**config.mk**
```make
export PLATFORM = sky130hd
export DESIGN_NAME = useq_decoder
export DESIGN_NICKNAME = d
export VERILOG_FILES = /design/src/rtl/useq_decoder.sv
export SDC_FILE = /design/constraint.sdc
export NUM_CORES = 1
export LEC_CHECK = 0
export CELL_PAD_IN_SITES_DETAIL_PLACEMENT = 0
export CELL_PAD_IN_SITES_GLOBAL_PLACEMENT = 2
export CORE_MARGIN = 3
export CORE_UTILIZATION = 12
export CTS_CLUSTER_SIZE = 16
export DETAILED_ROUTE_END_ITERATION = 6
export PLACE_DENSITY_LB_ADDON = 0.08
export SETUP_SLACK_MARGIN = 0.02
export SLEW_MARGIN = 20
export SYNTH_ARGS = -nofsm -noshare
export SYNTH_HDL_FRONTEND = slang
export SYNTH_SLANG_ARGS = --single-unit
```
**constraint.sdc**
```tcl
create_clock -name i_clk -period 1.65 [get_ports i_clk]
set_clock_uncertainty 0.2 [all_clocks]
set_input_delay 0.495 -clock i_clk [delete_from_list [all_inputs] [get_ports i_clk]]
set_output_delay 0.495 -clock i_clk [all_outputs]
set_load 0.05 [all_outputs]
```
**src/rtl/useq_decoder.sv**
```systemverilog
// rtl/useq_decoder.sv - microcoded instruction sequencer (optional CALL/RET via USEQ_SUBROUTINE_EN)
module useq_decoder #(
    parameter int IW          = 16,
    parameter int OPC_W       = 6,
    parameter int SHORT_W     = 2,
    parameter int UADDR_W     = 8,
    parameter int UWORD_W     = 48,
    parameter int CTRL_W      = 8,
    parameter int FETCH_UADDR = 2,
    parameter int DISP_BASE   = 0,
    parameter logic [IW-1:0] HALT_INSTR = 16'hfe00
) (
    input  logic                                 i_clk,
    input  logic                                 i_reset,
    input  logic [IW-1:0]                        i_instr,
    output logic [UADDR_W-1:0]                   o_ucode_addr,
    input  logic [UWORD_W-1:0]                   i_ucode_data,
    input  logic [3:0]                           i_cond_in,
    input  logic                                 i_mem_ready,
    input  logic                                 i_resume,
    output logic [CTRL_W-1:0]                    o_ctrl,
    output logic [UWORD_W-CTRL_W-UADDR_W-9:0]    o_ufield,
    output logic                                 o_phase,
    output logic                                 o_stall,
    output logic                                 o_halted
);

    // Microword field positions, MSB down
    localparam int CTRL_LSB  = UWORD_W - CTRL_W;
    localparam int NADDR_LSB = CTRL_LSB - UADDR_W;
    localparam int SEQ_LSB   = NADDR_LSB - 3;
    localparam int CEN_BIT   = SEQ_LSB - 1;
    localparam int CSEL_LSB  = CEN_BIT - 2;
    localparam int CINV_BIT  = CSEL_LSB - 1;
    localparam int WAIT_BIT  = CINV_BIT - 1;
    localparam int UF_W      = WAIT_BIT;

    localparam logic [2:0] SEQ_NEXT     = 3'd0;
    localparam logic [2:0] SEQ_JUMP     = 3'd1;
    localparam logic [2:0] SEQ_DISPATCH = 3'd2;
    localparam logic [2:0] SEQ_END      = 3'd3;
`ifdef USEQ_SUBROUTINE_EN
    localparam logic [2:0] SEQ_CALL     = 3'd4;
    localparam logic [2:0] SEQ_RET      = 3'd5;
`endif

    localparam logic [UADDR_W-1:0] FETCH_A = UADDR_W'(FETCH_UADDR);
    localparam logic [UADDR_W-1:0] DISP_A  = UADDR_W'(DISP_BASE);

    typedef enum logic [1:0] {
        ST_SETUP = 2'd0,
        ST_M     = 2'd1,
        ST_HALT  = 2'd2
    } state_t;

    state_t               r_state;
    state_t               w_state_nx;
    logic [UADDR_W-1:0]   r_uaddr;
    logic [UADDR_W-1:0]   w_uaddr_nx;

    // Decoded microword fields
    logic [CTRL_W-1:0]    w_ctrl_f;
    logic [UADDR_W-1:0]   w_naddr;
    logic [2:0]           w_seq;
    logic                 w_cond_en;
    logic [1:0]           w_cond_sel;
    logic                 w_cond_inv;
    logic                 w_wait;

    logic [OPC_W-1:0]     w_opcode;
    logic [UADDR_W-1:0]   w_disp_addr;
    logic [UADDR_W-1:0]   w_uaddr_inc;
    logic [UADDR_W-1:0]   w_target;
    logic                 w_taken;
    logic                 w_stall;
    logic                 w_final;
    logic                 w_halt_hit;

    assign w_ctrl_f   = i_ucode_data[UWORD_W-1 -: CTRL_W];
    assign w_naddr    = i_ucode_data[CTRL_LSB-1 -: UADDR_W];
    assign w_seq      = i_ucode_data[NADDR_LSB-1 -: 3];
    assign w_cond_en  = i_ucode_data[CEN_BIT];
    assign w_cond_sel = i_ucode_data[CEN_BIT-1 -: 2];
    assign w_cond_inv = i_ucode_data[CINV_BIT];
    assign w_wait     = i_ucode_data[WAIT_BIT];

    // Long opcodes carry a 1 in the MSB; short ones are zero-extended
    assign w_opcode    = i_instr[IW-1] ? i_instr[IW-2 -: OPC_W]
                                       : OPC_W'(i_instr[IW-2 -: SHORT_W]);
    assign w_disp_addr = DISP_A + UADDR_W'(w_opcode);
    assign w_uaddr_inc = r_uaddr + UADDR_W'(1);

    // A condition only gates JUMP/CALL; without cond_en the branch is unconditional
    assign w_taken = ~w_cond_en | (i_cond_in[w_cond_sel] ^ w_cond_inv);

    assign w_stall    = (r_state == ST_M) & w_wait & ~i_mem_ready;
    assign w_final    = (r_state == ST_M) & ~w_stall;
    assign w_halt_hit = (w_seq == SEQ_DISPATCH) && (i_instr == HALT_INSTR);

`ifdef USEQ_SUBROUTINE_EN
    logic [UADDR_W-1:0] r_ret;

    // Single-entry return address, captured when a taken CALL step completes
    always_ff @(posedge i_clk or posedge i_reset) begin
        if (i_reset) begin
            r_ret <= '0;
        end else if (w_final && (w_seq == SEQ_CALL) && w_taken) begin
            r_ret <= w_uaddr_inc;
        end
    end
`endif

    // Next microaddress selected by the seq field of the current word
    always_comb begin
        w_target = w_uaddr_inc;
        case (w_seq)
            SEQ_NEXT:     w_target = w_uaddr_inc;
            SEQ_JUMP:     if (w_taken) w_target = w_naddr;
            SEQ_DISPATCH: w_target = w_disp_addr;
            SEQ_END:      w_target = FETCH_A;
`ifdef USEQ_SUBROUTINE_EN
            SEQ_CALL:     if (w_taken) w_target = w_naddr;
            SEQ_RET:      w_target = r_ret;
`endif
            default:      w_target = w_uaddr_inc;
        endcase
    end

    // State and microaddress registers
    always_ff @(posedge i_clk or posedge i_reset) begin
        if (i_reset) begin
            r_state <= ST_SETUP;
            r_uaddr <= FETCH_A;
        end else begin
            r_state <= w_state_nx;
            r_uaddr <= w_uaddr_nx;
        end
    end

    // Step sequencing: setup -> M (held while stalled) -> next step, or halt
    always_comb begin
        w_state_nx = r_state;
        w_uaddr_nx = r_uaddr;
        case (r_state)
            ST_SETUP: begin
                w_state_nx = ST_M;
            end
            ST_M: begin
                if (w_final) begin
                    if (w_halt_hit) begin
                        w_state_nx = ST_HALT;
                        w_uaddr_nx = FETCH_A;
                    end else begin
                        w_state_nx = ST_SETUP;
                        w_uaddr_nx = w_target;
                    end
                end
            end
            ST_HALT: begin
                w_uaddr_nx = FETCH_A;
                if (i_resume) begin
                    w_state_nx = ST_SETUP;
                end
            end
            default: begin
                w_state_nx = ST_SETUP;
                w_uaddr_nx = FETCH_A;
            end
        endcase
    end

    assign o_ucode_addr = r_uaddr;
    assign o_phase      = (r_state == ST_M);
    assign o_halted     = (r_state == ST_HALT);
    assign o_stall      = w_stall;
    // Strobes fire only on the completing M cycle, so each pulses once per step
    assign o_ctrl       = w_final ? w_ctrl_f : '0;
    assign o_ufield     = i_ucode_data[UF_W-1:0];

endmodule

```
==> run metrics <==
Synth Area in XOR/XNOR=0.0496; grt total ovfl=0; Initial DRC Count=43; Crit. Startpoint=i_ucode_data[26]; most frequent cell after synthesis=buf_4; largest family of logic cells by synthesized area=simple AND/OR/NAND/NOR gates; total track usage=0.0885; Leak=1.19 nW; Fin Setup TNS=-6.13 ns; Cells after DPL=359; Synth top cells by count=24 x buf_4, 17 x nand2_1, 9 x and3_1, 9 x dfrtp_1, 8 x nor2_1; Final Hold Viols=0; failing checks=negative setup slack; max_slew headroom=0.753; CTS tree=done; Synth Flop Type=dfrtp_1; Setup violations, final=21; flop2flop setup slack=-0.29 ns; Compound-Gate Fraction of Synth Area=0.195; syn_nets=229; crit path max fanout=4; Die Y=105 µm; die area=0.0111 mm²; max cap viols=0; critical path class=in -> reg; FF-to-FF End=o_ucode_addr[4]; worst hold path class=in -> async; Final Core Density=0.282; Via Count=1497; largest net degree at the start of global routing=11; Avg Cell Area, Syn=7.60 µm²; FFs w/ async S/R, synth=1.00; Yosys cell types=48; Vias/cell=3.94; post-synth top area share=0.190; NumNets Final=325; Routed Antenna Nets=0; core region area=0.00942 mm²; FF-to-FF Start=o_ucode_addr[1]; Root Buffer=clkbuf_8; Max H-tree Level=1; max-slew violations=0; Max Clk Rate=500 MHz; Core Rows=35; Worst-Margin Slew=0.371 ns; Layout area overhead=124%; DIE WIDTH=105 µm; worst setup margin=-0.352 ns; CP max stage delay=0.57 ns; worst reg-to-reg path cell count=6; vias in the first global route=1565; Synth Area in Simple Gates=0.294; final worst-path cycle share=1.21; Clock Pin Slew Worst Setup and Hold Paths=0.05 ns; most area-consuming cells after synthesis=dfrtp_1 19%, buf_4 15%, nand2_1 5.4%; crit path DAT=1.91 ns; clock net sink count=10; FF+latch count, synth=10; pwr dens=810 mW/mm²; Worst setup SP type=input pin; Routed wire per std cell=13.2 µm; share of cells above drive strength 1=0.538; cts bufs inserted=3; fraction of the mapped netlist area in adder cells=0.0105; worst path cell trace=buf_6 > mux4_2 > xor2_4 > o21ai_4 > mux2i_1 > o22ai_1; CTS Buffer Depth=2; clock latency on the worst-skew pair=0.24 ns; mux cell area share after synthesis=0.0443; worst vdd ir=0.000311 V; Crit. End Element=flip-flop; synthesized area=0.00119 mm²; Filler cells=1048; cell family with most CP delay=multiplexers; Seq/Total Area, Yosys=0.212; n_diodes=0; CP Buf/Inv Count=1; HPWL Detailed=4230 µm; Crit path required time=1.56 ns; Yosys warning count=0; PortBufs=66; first-pass GRT wire length=7980 µm; status=complete, but fails checks; initial antenna violation count=0; Gate Count Post-Synth=156; DRC=0; final WL=5020 µm; Post-Place Setup Slack=-1.09 ns; final cell count without fillers=380; unrepaired setup endpoints after global routing=true; Final GP Congestion=0.759; Synth area leader=dfrtp_1; Total Power=0.00215 W; Period minus WS final=2.00 ns; I/O pin cnt=115; CP max stage cell=mux4_2; initial core utilization=0.126; Post-synth EDFFs=0; drt pass-1 iters=6
## per-layer routing
layer  vias up  part of all wire  wire [µm]  global-route usage
met2        53              0.51       2580               0.158
met3        10             0.061        307              0.0306
li1        723                 -          -                   -
met5         -                 0          0                   0
met4         0            0.0050         25              0.0131
met1       711              0.42       2110               0.103
## where the power goes
part / switching [W] / internal (W)
combinational: 0.000678 / 0.000814
sequential: 0.0000718 / 0.000318
clock: 0.0000992 / 0.000169
## cells by family after synthesis
logic type,Yosys count
DFF,10
muxes,4
AOI/OAI and AO/OA,36
xor gates and xnor gates,5
and+or+nand+nor,64
adders and majority gates,1
buffers and inverters,36
## layout make-up
class / count / area (µm²) / area share
well taps: 129 / 161 / 0.0608
flip-flops and latches: 10 / 259 / 0.0976
clock buffers: 4 / 45.0 / 0.0170
multi-input cells: 110 / 867 / 0.327
inverters: 6 / 22.5 / 0.00849
repair buffers: 121 / 1300 / 0.489
## worst min-delay path, cell delays in order
cell and delay [ns]:
clkdlybuf4s50_1 0.40, inv_1 0.05, buf_4 0.19
## per-stage QoR
| stage | hold WS, ns | instance area (µm²) |
|---|---|---|
| 3_3_place_gp | 0.377 | 2340 |
| 3_5_place_dp | 0.375 | 2340 |
| 6_report | 0.348 | 2650 |
| 2_1_floorplan | 0.134 | 1260 |
| 4_1_cts | 0.352 | 2550 |
| 5_1_grt | 0.382 | 2650 |
## registers in the layout (all words and copies together) (netlist names)
name / cells
o_ucode_addr: 8
r_state: 2
## layout by cell type (no fill, tap or decap), types with 4 or more instances in the layout
cell | synthesis | final
buf_6 | 0 | 19
a31oi_1 | 5 | 5
o21ai_1 | 2 | 5
clkdlybuf4s50_1 | 0 | 20
buf_2 | 0 | 11
dfrtp_1 | 9 | 6
nand3_1 | 6 | 4
o21ai_0 | 7 | 4
inv_1 | 6 | 5
and3_4 | 0 | 8
dlygate4sd2_1 | 0 | 5
a21oi_1 | 7 | 7
buf_12 | 0 | 20
nand2_1 | 17 | 17
nor2_1 | 8 | 7
buf_4 | 24 | 40
## worst max-delay path by stage
| stage | to | slack [ns] | depth (start not counted) |
|---|---|---|---|
| floorplan | o_ucode_addr[2] | -0.46 | 5 |
| global placement | o_ucode_addr[7] | -1.02 | 6 |
| detailed placement | o_ucode_addr[6] | -1.09 | 6 |
| CTS | o_ucode_addr[4] | -0.40 | 6 |
| global route | o_ucode_addr[5] | -0.43 | 7 |
| finish | o_ucode_addr[6] | -0.35 | 6 |
## what timing repair did
| action | CTS | global route |
|---|---|---|
| gates cloned | 2 | 0 |
| gates resized for setup | 98 | 20 |
| setup endpoints to repair | 26 | 25 |
| setup buffers | 12 | 4 |
| hold endpoints to repair | 0 | 0 |
| hold buffers | 0 | 0 |
| pin swaps | 13 | 8 |
Power figures use the tool's default switching activity.
